--- src/rtl/intr_pulse_gen_pkg.sv ---
// Shared types and defaults for the interrupt set/clear pulse generator.
// The default tick period is derived from the clock and tick rates.
package intr_pulse_gen_pkg;

    typedef enum logic {
        IDLE    = 1'b0,
        PENDING = 1'b1
    } state_t;

    localparam int unsigned CLK_HZ_DEFAULT  = 100_000_000;
    localparam int unsigned TICK_HZ_DEFAULT = 10;

    function automatic int unsigned calc_period(input int unsigned clk_hz,
                                                input int unsigned tick_hz);
        return clk_hz / tick_hz;
    endfunction

endpackage

--- src/rtl/intr_pulse_gen_period_ticker.sv ---
// Free-running period counter: counts 0..PERIOD-1 while enabled, held at 0 otherwise.
// tick is combinational and high in the last cycle of each period.
module intr_pulse_gen_period_ticker #(
    parameter int unsigned PERIOD = 10_000_000,
    parameter int unsigned CNT_W  = 24
) (
    input  logic clk,
    input  logic reset_n,
    input  logic enable,
    output logic tick
);

    logic [CNT_W-1:0] r_count;
    logic             w_last;

    assign w_last = (r_count == CNT_W'(PERIOD - 1));
    assign tick   = enable && w_last;

    always_ff @(posedge clk or negedge reset_n) begin
        if (!reset_n) begin
            r_count <= '0;
        end else if (!enable || w_last) begin
            r_count <= '0;
        end else begin
            r_count <= r_count + CNT_W'(1);
        end
    end

endmodule

--- src/rtl/intr_pulse_gen.sv ---
// Turns periodic ticks and processor acks into one-cycle set/clear pulses for an
// external S/R request flag, and counts ticks that land on an unacknowledged request.
module intr_pulse_gen
    import intr_pulse_gen_pkg::*;
#(
    parameter int unsigned PERIOD = calc_period(CLK_HZ_DEFAULT, TICK_HZ_DEFAULT),
    parameter int unsigned CNT_W  = 24,
    parameter int unsigned OVR_W  = 8
) (
    input  logic             clk,
    input  logic             reset_n,
    input  logic             enable,
    input  logic             ack,
    input  logic             clr_ovr,
    output logic             set_pulse,
    output logic             clr_pulse,
    output logic             pending,
    output logic             overrun,
    output logic [OVR_W-1:0] overrun_cnt
);

    state_t           r_state;
    logic             r_set_pulse;
    logic             r_clr_pulse;
    logic             r_overrun;
    logic [OVR_W-1:0] r_overrun_cnt;
    logic             w_tick;
    logic             w_ovr_evt;

    intr_pulse_gen_period_ticker #(
        .PERIOD (PERIOD),
        .CNT_W  (CNT_W)
    ) u_ticker (
        .clk     (clk),
        .reset_n (reset_n),
        .enable  (enable),
        .tick    (w_tick)
    );

    // A tick coinciding with ack replaces the request instead of overrunning it.
    assign w_ovr_evt = (r_state == PENDING) && w_tick && !ack;

    always_ff @(posedge clk or negedge reset_n) begin
        if (!reset_n) begin
            r_state     <= IDLE;
            r_set_pulse <= 1'b0;
            r_clr_pulse <= 1'b0;
        end else begin
            r_set_pulse <= 1'b0;
            r_clr_pulse <= 1'b0;
            unique case (r_state)
                IDLE: begin
                    if (w_tick) begin
                        r_set_pulse <= 1'b1;
                        r_state     <= PENDING;
                    end
                end
                PENDING: begin
                    if (w_tick && ack) begin
                        r_set_pulse <= 1'b1;
                    end else if (ack) begin
                        r_clr_pulse <= 1'b1;
                        r_state     <= IDLE;
                    end
                end
                default: r_state <= IDLE;
            endcase
        end
    end

    always_ff @(posedge clk or negedge reset_n) begin
        if (!reset_n) begin
            r_overrun     <= 1'b0;
            r_overrun_cnt <= '0;
        end else if (clr_ovr) begin
            r_overrun     <= w_ovr_evt;
            r_overrun_cnt <= w_ovr_evt ? OVR_W'(1) : '0;
        end else if (w_ovr_evt) begin
            r_overrun <= 1'b1;
            if (r_overrun_cnt != '1) begin
                r_overrun_cnt <= r_overrun_cnt + OVR_W'(1);
            end
        end
    end

    assign set_pulse   = r_set_pulse;
    assign clr_pulse   = r_clr_pulse;
    assign pending     = (r_state == PENDING);
    assign overrun     = r_overrun;
    assign overrun_cnt = r_overrun_cnt;

endmodule

--- config.mk ---
export PLATFORM = sky130hd
export DESIGN_NAME = intr_pulse_gen
export DESIGN_NICKNAME = d
export VERILOG_FILES = /design/src/rtl/intr_pulse_gen_pkg.sv /design/src/rtl/intr_pulse_gen_period_ticker.sv /design/src/rtl/intr_pulse_gen.sv
export SDC_FILE = /design/constraint.sdc
export NUM_CORES = 1
export LEC_CHECK = 0
export CORE_ASPECT_RATIO = 0.6
export CORE_UTILIZATION = 30
export CTS_BUF_LIST = sky130_fd_sc_hd__clkbuf_4
export DETAILED_ROUTE_END_ITERATION = 8
export PLACE_DENSITY = 0.58
export SETUP_SLACK_MARGIN = 0.4
export SLEW_MARGIN = 20
export SYNTH_ARGS = -nofsm -noshare
export SYNTH_HDL_FRONTEND = slang
export SYNTH_SLANG_ARGS = --single-unit
--- constraint.sdc ---
create_clock -name clk -period 2.4 [get_ports clk]
set_clock_uncertainty 0.1 [all_clocks]
set_input_delay 0.6 -clock clk [delete_from_list [all_inputs] [get_ports clk]]
set_output_delay 0.6 -clock clk [all_outputs]
set_load 0.02 [all_outputs]
# [Word-level counts from Yosys, hierarchy flattened]
# Index checks and enable logic that the tools add are counted.
[op_classes] bitwise=1 mul=0 n_reduce_logical=10 n_eq_ne=2 order_cmp=0 n_div=0 muxes=16 addsub=2 shifts=0
[op_table] op="adder 24 x 1 -> 24 bit, second input constant" count=1
[op_table] op="equality test 24 bit, second input constant" count=1
[op_table] op="2-to-1 mux 24 bit" count=1
[op_table] op="2-to-1 mux 8 bit" count=3
[op_table] op="2-to-1 mux 1 bit" count=10
[op_table] op="adder 8 x 1 -> 8 bit, second input constant" count=1
[op_table] op="!= test 8 bit, second input constant" count=1
[op_table] op="logical AND 1 bit" count=4
[op_table] op="one-hot mux 1 bit (2 select lines)" count=2
[op_table] op="nonzero test 2 bit" count=2
[op_table] op="zero test 1 bit" count=2
[op_table] op="AND reduction 2 bit" count=1
[op_table] op="logical OR 1 bit" count=1
[op_table] op="inverter 1 bit" count=1
[word_totals] mem_bits_ro=0 mem_bits_rw=0 output_inout_bits=12 regBits=36 latch_bits=0 mem_count=0

# [Logic depth before layout (Yosys ltp)]
[depth] word_depth=6 depth_mapped=7

# [Hierarchy]
# From an unflattened synthesis, not the netlist that was laid out.
[hier_totals] cells_unflattened=196 area_unflattened_um2=1903.1
[modules_own_cells] module="intr_pulse_gen_period_ticker" cells_each=135 area_per_inst_um2=1261.2 instances=1 seq_area_each_um2=600.6
[modules_own_cells] module="intr_pulse_gen" cells_each=61 area_per_inst_um2=641.9 instances=1 seq_area_each_um2=300.3

# [Worst setup path after synthesis]
# No wires, ideal clock.
[synth_path] path_kind="register to register" start="reg u_ticker.r_count[0]" end="reg r_overrun_cnt[5] (netlist: overrun_cnt[5])" synth_period_minus_slack_ps=2139 arrival_time_ps=1914 required_time_ps=2175 stages_incl_launch_ff=7 slack_ps=261 setup_time_ps=125 cell_sequence="dfrtp_1 -> ha_1 -> nand2_1 -> nor4_4 -> nand2_1 -> nor4b_1 -> mux2_2"
[synth_via] elab_chain_len=6
[synth_rtl] item="from (decl)" line_no="intr_pulse_gen_period_ticker.sv:13" source="logic [CNT_W-1:0] r_count;"
[synth_rtl] item="from (signal assigned)" line_no="intr_pulse_gen_period_ticker.sv:25" source="r_count <= r_count + CNT_W'(1);"
[synth_rtl] item="equality test 24 bit" line_no="intr_pulse_gen_period_ticker.sv:16" source="assign w_last = (r_count == CNT_W'(PERIOD - 1));"
[synth_rtl] item="logical AND 1 bit" line_no="intr_pulse_gen_period_ticker.sv:17" source="assign tick = enable && w_last;"
[synth_rtl] item="logical AND 1 bit (2 in series)" line_no="intr_pulse_gen.sv:41" source="assign w_ovr_evt = (r_state == PENDING) && w_tick && !ack;"
[synth_rtl] item="nonzero test 2 bit (no source line)"
[synth_rtl] item="AND reduction 2 bit (no source line)"
[synth_rtl] item="to (signal assigned)" line_no="intr_pulse_gen.sv:77" source="r_overrun_cnt <= w_ovr_evt ? OVR_W'(1) : '0;"
[synth_rtl] item="to (signal assigned)" line_no="intr_pulse_gen.sv:81" source="r_overrun_cnt <= r_overrun_cnt + OVR_W'(1);"
[synth_rtl] item="to (decl)" line_no="intr_pulse_gen.sv:26" source="logic [OVR_W-1:0] r_overrun_cnt;"
# No other way between the ends.
# A chain may end at the register's enable or synchronous reset.

# [Worst setup path after layout]
[layout_path] start="reg u_ticker.r_count[7]" end="reg r_overrun_cnt[0] (netlist: overrun_cnt[0])"
[layout_via] elab_chain_len=6 elab_cells_between_ends=8 cone_classes="1 x eq/ne; 2 x mux; 5 x reduce/logical"
[layout_rtl] item="equality test 24 bit (*)" line_no="intr_pulse_gen_period_ticker.sv:16"
[layout_rtl] item="logical AND 1 bit (*)" line_no="intr_pulse_gen_period_ticker.sv:17"
[layout_rtl] item="logical AND 1 bit (*) (2 in series)" line_no="intr_pulse_gen.sv:41"
[layout_rtl] item="2-to-1 mux 1 bit or nonzero test 2 bit (tied branches)"
[layout_rtl] item="2-to-1 mux 8 bit or AND reduction 2 bit (tied branches)"
# Mark *: on every way between the ends. The rest lies on a longest branch, timed or not.

==> flow_summary.toml <==
[die]
num_io_pins = 17
die_w_um = 103
row_count = 21
die_h_um = 62.5
dieArea_mm2 = 0.00643
coreArea_mm2 = 0.00573
initial_utilization_pct = 32.0

[timing]
tightest_slew_ns = 0.437
post-route-period-util_pct = 81.0
drv_slew = 0
fin_crit_ns = 1.94
relSlewSlack_pct = 70.8
finalSetupViolCount = 0
rsz0062_at_grt = "yes"
clock.fmax_ghz = 0.514
hold_viol_final = 0

[synthesis]
yosysWarnings = 0
syn_area_per_cell_um2 = 9.89
async_reset_ff_share_pct = 100
ys.flop_type = "dfrtp_1"
ys_seq_elements = 36
syn_inst = 185
yosysUniqueCellTypes = 35
synth_edf_count = 0
synth_seq_area_share_pct = 49.2
synth.net_count = 192
synth_area_mm2 = 0.00183

[worst_hold_path]
hold_end = "overrun"
hold_path.class = "flop to flop"
holdPathStages = 2
hold_start = "overrun"

[global_route]
grt-ovfl-total = 0
first_global_vias = 1297
grt_max_degree = 25
grt_util_all_layers_pct = 13.2
grt_pass1_wl_mm = 6.45
antenna_found_initial = 0

[route]
vias = 1457
finalWirelength_mm = 3.99
ant_nets = 0
vias_per_cell = 4.73
route.detailed.drc = 0
drtPass1Iterations = 4
drt_iter0_markers = 30
wl_per_cell_um = 12.9

[critical_path]
path_common_cell = "buf_6"
slowest_delay_ns = 0.40
crit_path_max_fanout = 6
crit_type = "flop to flop"
timing.rr.start = "u_ticker.r_count[7]"
worstPathCellList = "nand4bb_4 -> nor4_4 -> buf_6 -> nand3_4 -> buf_6 -> or3_4 -> o221ai_2"
r2r_slack_ns = 0.46
r2r_cells = 7
worstReg2RegEnd = "overrun_cnt[0]"
end_kind = "flop"
required_ns = 2.56
startpoint = "u_ticker.r_count[7]"
worst_path_max_delay_cell = "dfrtp_1"
cp.arrival_ns = 2.10
critPathLaunchType = "flop"

[clock_tree]
cts_tree = "built"
cts.sinks = 36
cts_buffers = 5
htree_num_levels = 2
clk_pin_slew_ns = 0.11
clockBufferDepth = 2
clk-insertion-delay-late_ns = 0.33
root_buffer = "clkbuf_4"

[placed_design]
portBuffers = 16
place_area_mm2 = 0.00213
gp_congestion = 0.728
dp_hpwl_mm = 2.61
dp_cells = 283

[status]
status = "complete, no violations"

[power]
max-vdd-ir-drop_mv = 0.243
p_per_area_mw_per_mm2 = 408
cellLeakagePower_uw = 0.00110

[layout]
drive_gt1_share_pct = 27.6
design_area_mm2 = 0.00246
fin_util_pct = 43.0
diodes = 0
area_growth_pct = 34.4
fin_nets = 234
instances_no_fill = 308

[run]
cap_violations = 0
metal layers:
metal / routed length, um / part of all wire [%] / up-vias / global-route usage [%]
met2: 1580 / 40 / 25 / 16.2
met1: 2170 / 54 / 692 / 20.8
li1: - / - / 733 / -
met5: 0 / 0 / - / 0
met3: 185 / 4.6 / 7 / 4.14
met4: 51 / 1.3 / 0 / 4.58
sequential cells by signal, summed over array words and instances, names as in the netlist:
signal and count:
overrun 1, overrun_cnt 8, u_ticker.r_count 24, set_pulse 1, clr_pulse 1, pending 1
Yosys cell counts, drive strengths merged (4+ instances only):
| cell | count | share of area, % |
|---|---|---|
| nand4 | 8 | 3.1 |
| and3 | 7 | 2.5 |
| xor2 | 6 | 2.9 |
| nor3 | 10 | 2.7 |
| nand3 | 10 | 3.4 |
| inv | 6 | 1.2 |
| and4 | 5 | 2.5 |
| clkbuf | 5 | 1.0 |
| nand2 | 13 | 2.7 |
| dfrtp | 36 | 49 |
| xnor2 | 16 | 7.7 |
| nor2 | 29 | 5.9 |
| nor2b | 4 | 1.4 |
power by group:
group | switching, uW | internal, uW
Sequential | 4.60 | 610
Combinational | 32.0 | 23.9
Clock | 197 | 135
layout make-up:
type / count / area (um2)
clock buffers: 7 / 52.6
repair buffers: 40 / 343
fillers: 588 / 3270
inverters: 6 / 22.5
well taps: 80 / 100
multi-input cells: 138 / 1030
clock inverters: 1 / 3.75
flip-flops and latches: 36 / 907
stage by stage:
stage	worst slack (ns)	power (uW)	hold slack, ns	TNS (ns)
2_1_floorplan	0.395	641	0.204	0
3_3_place_gp	-0.0227	670	0.398	-0.0253
3_5_place_dp	-0.0643	670	0.400	-0.109
4_1_cts	0.387	1020	0.454	0
5_1_grt	0.372	1060	0.462	0
6_report	0.455	1000	0.439	0
layout by cell type, fill, tap and decap left out, types with 4 or more instances in the layout:
| master | n |
|---|---|
| clkbuf_4 | 7 |
| dfrtp_1 | 31 |
| nand4_1 | 7 |
| nor2_1 | 28 |
| nor2b_1 | 4 |
| buf_4 | 22 |
| xor2_1 | 6 |
| nand3_1 | 9 |
| and3_1 | 5 |
| nand2_1 | 11 |
| inv_1 | 6 |
| nor3_1 | 7 |
| dlygate4sd2_1 | 10 |
| xnor2_1 | 16 |
| dfrtp_2 | 5 |
critical path, delay by kind of cell, from the launching register on:
family | cells | cell delay [ns]
compound gates | 1 | 0.06
flops | 1 | 0.40
simple gates | 4 | 0.98
buf+inv | 2 | 0.32
how the worst max path moves through the flow:
stage | depth (start not counted) | slack [ns] | endpoint
floorplan | 5 | 0.40 | overrun_cnt[5]
global placement | 5 | -0.02 | overrun_cnt[3]
detailed placement | 5 | -0.06 | overrun_cnt[5]
CTS | 6 | 0.39 | overrun_cnt[3]
global route | 7 | 0.37 | overrun_cnt[2]
finish | 7 | 0.46 | overrun_cnt[0]
cells by family after synthesis:
family	count (synthesis)	share of synthesized area (%)
adders and majority gates	2	1.37
buffers and inverters	11	2.26
DFF	36	49.2
AOI/OAI and AO/OA	9	3.14
xor gates and xnor gates	22	10.5
muxes	4	2.39
and+or+nand+nor	101	31.1
timing repair:
action,4_1_cts,5_1_grt
endpoints found under the setup margin,39,30
pin swaps,5,10
hold buffers,0,0
resized for setup,18,26
setup buffers,8,9
(Power assumes the default switching activity.)
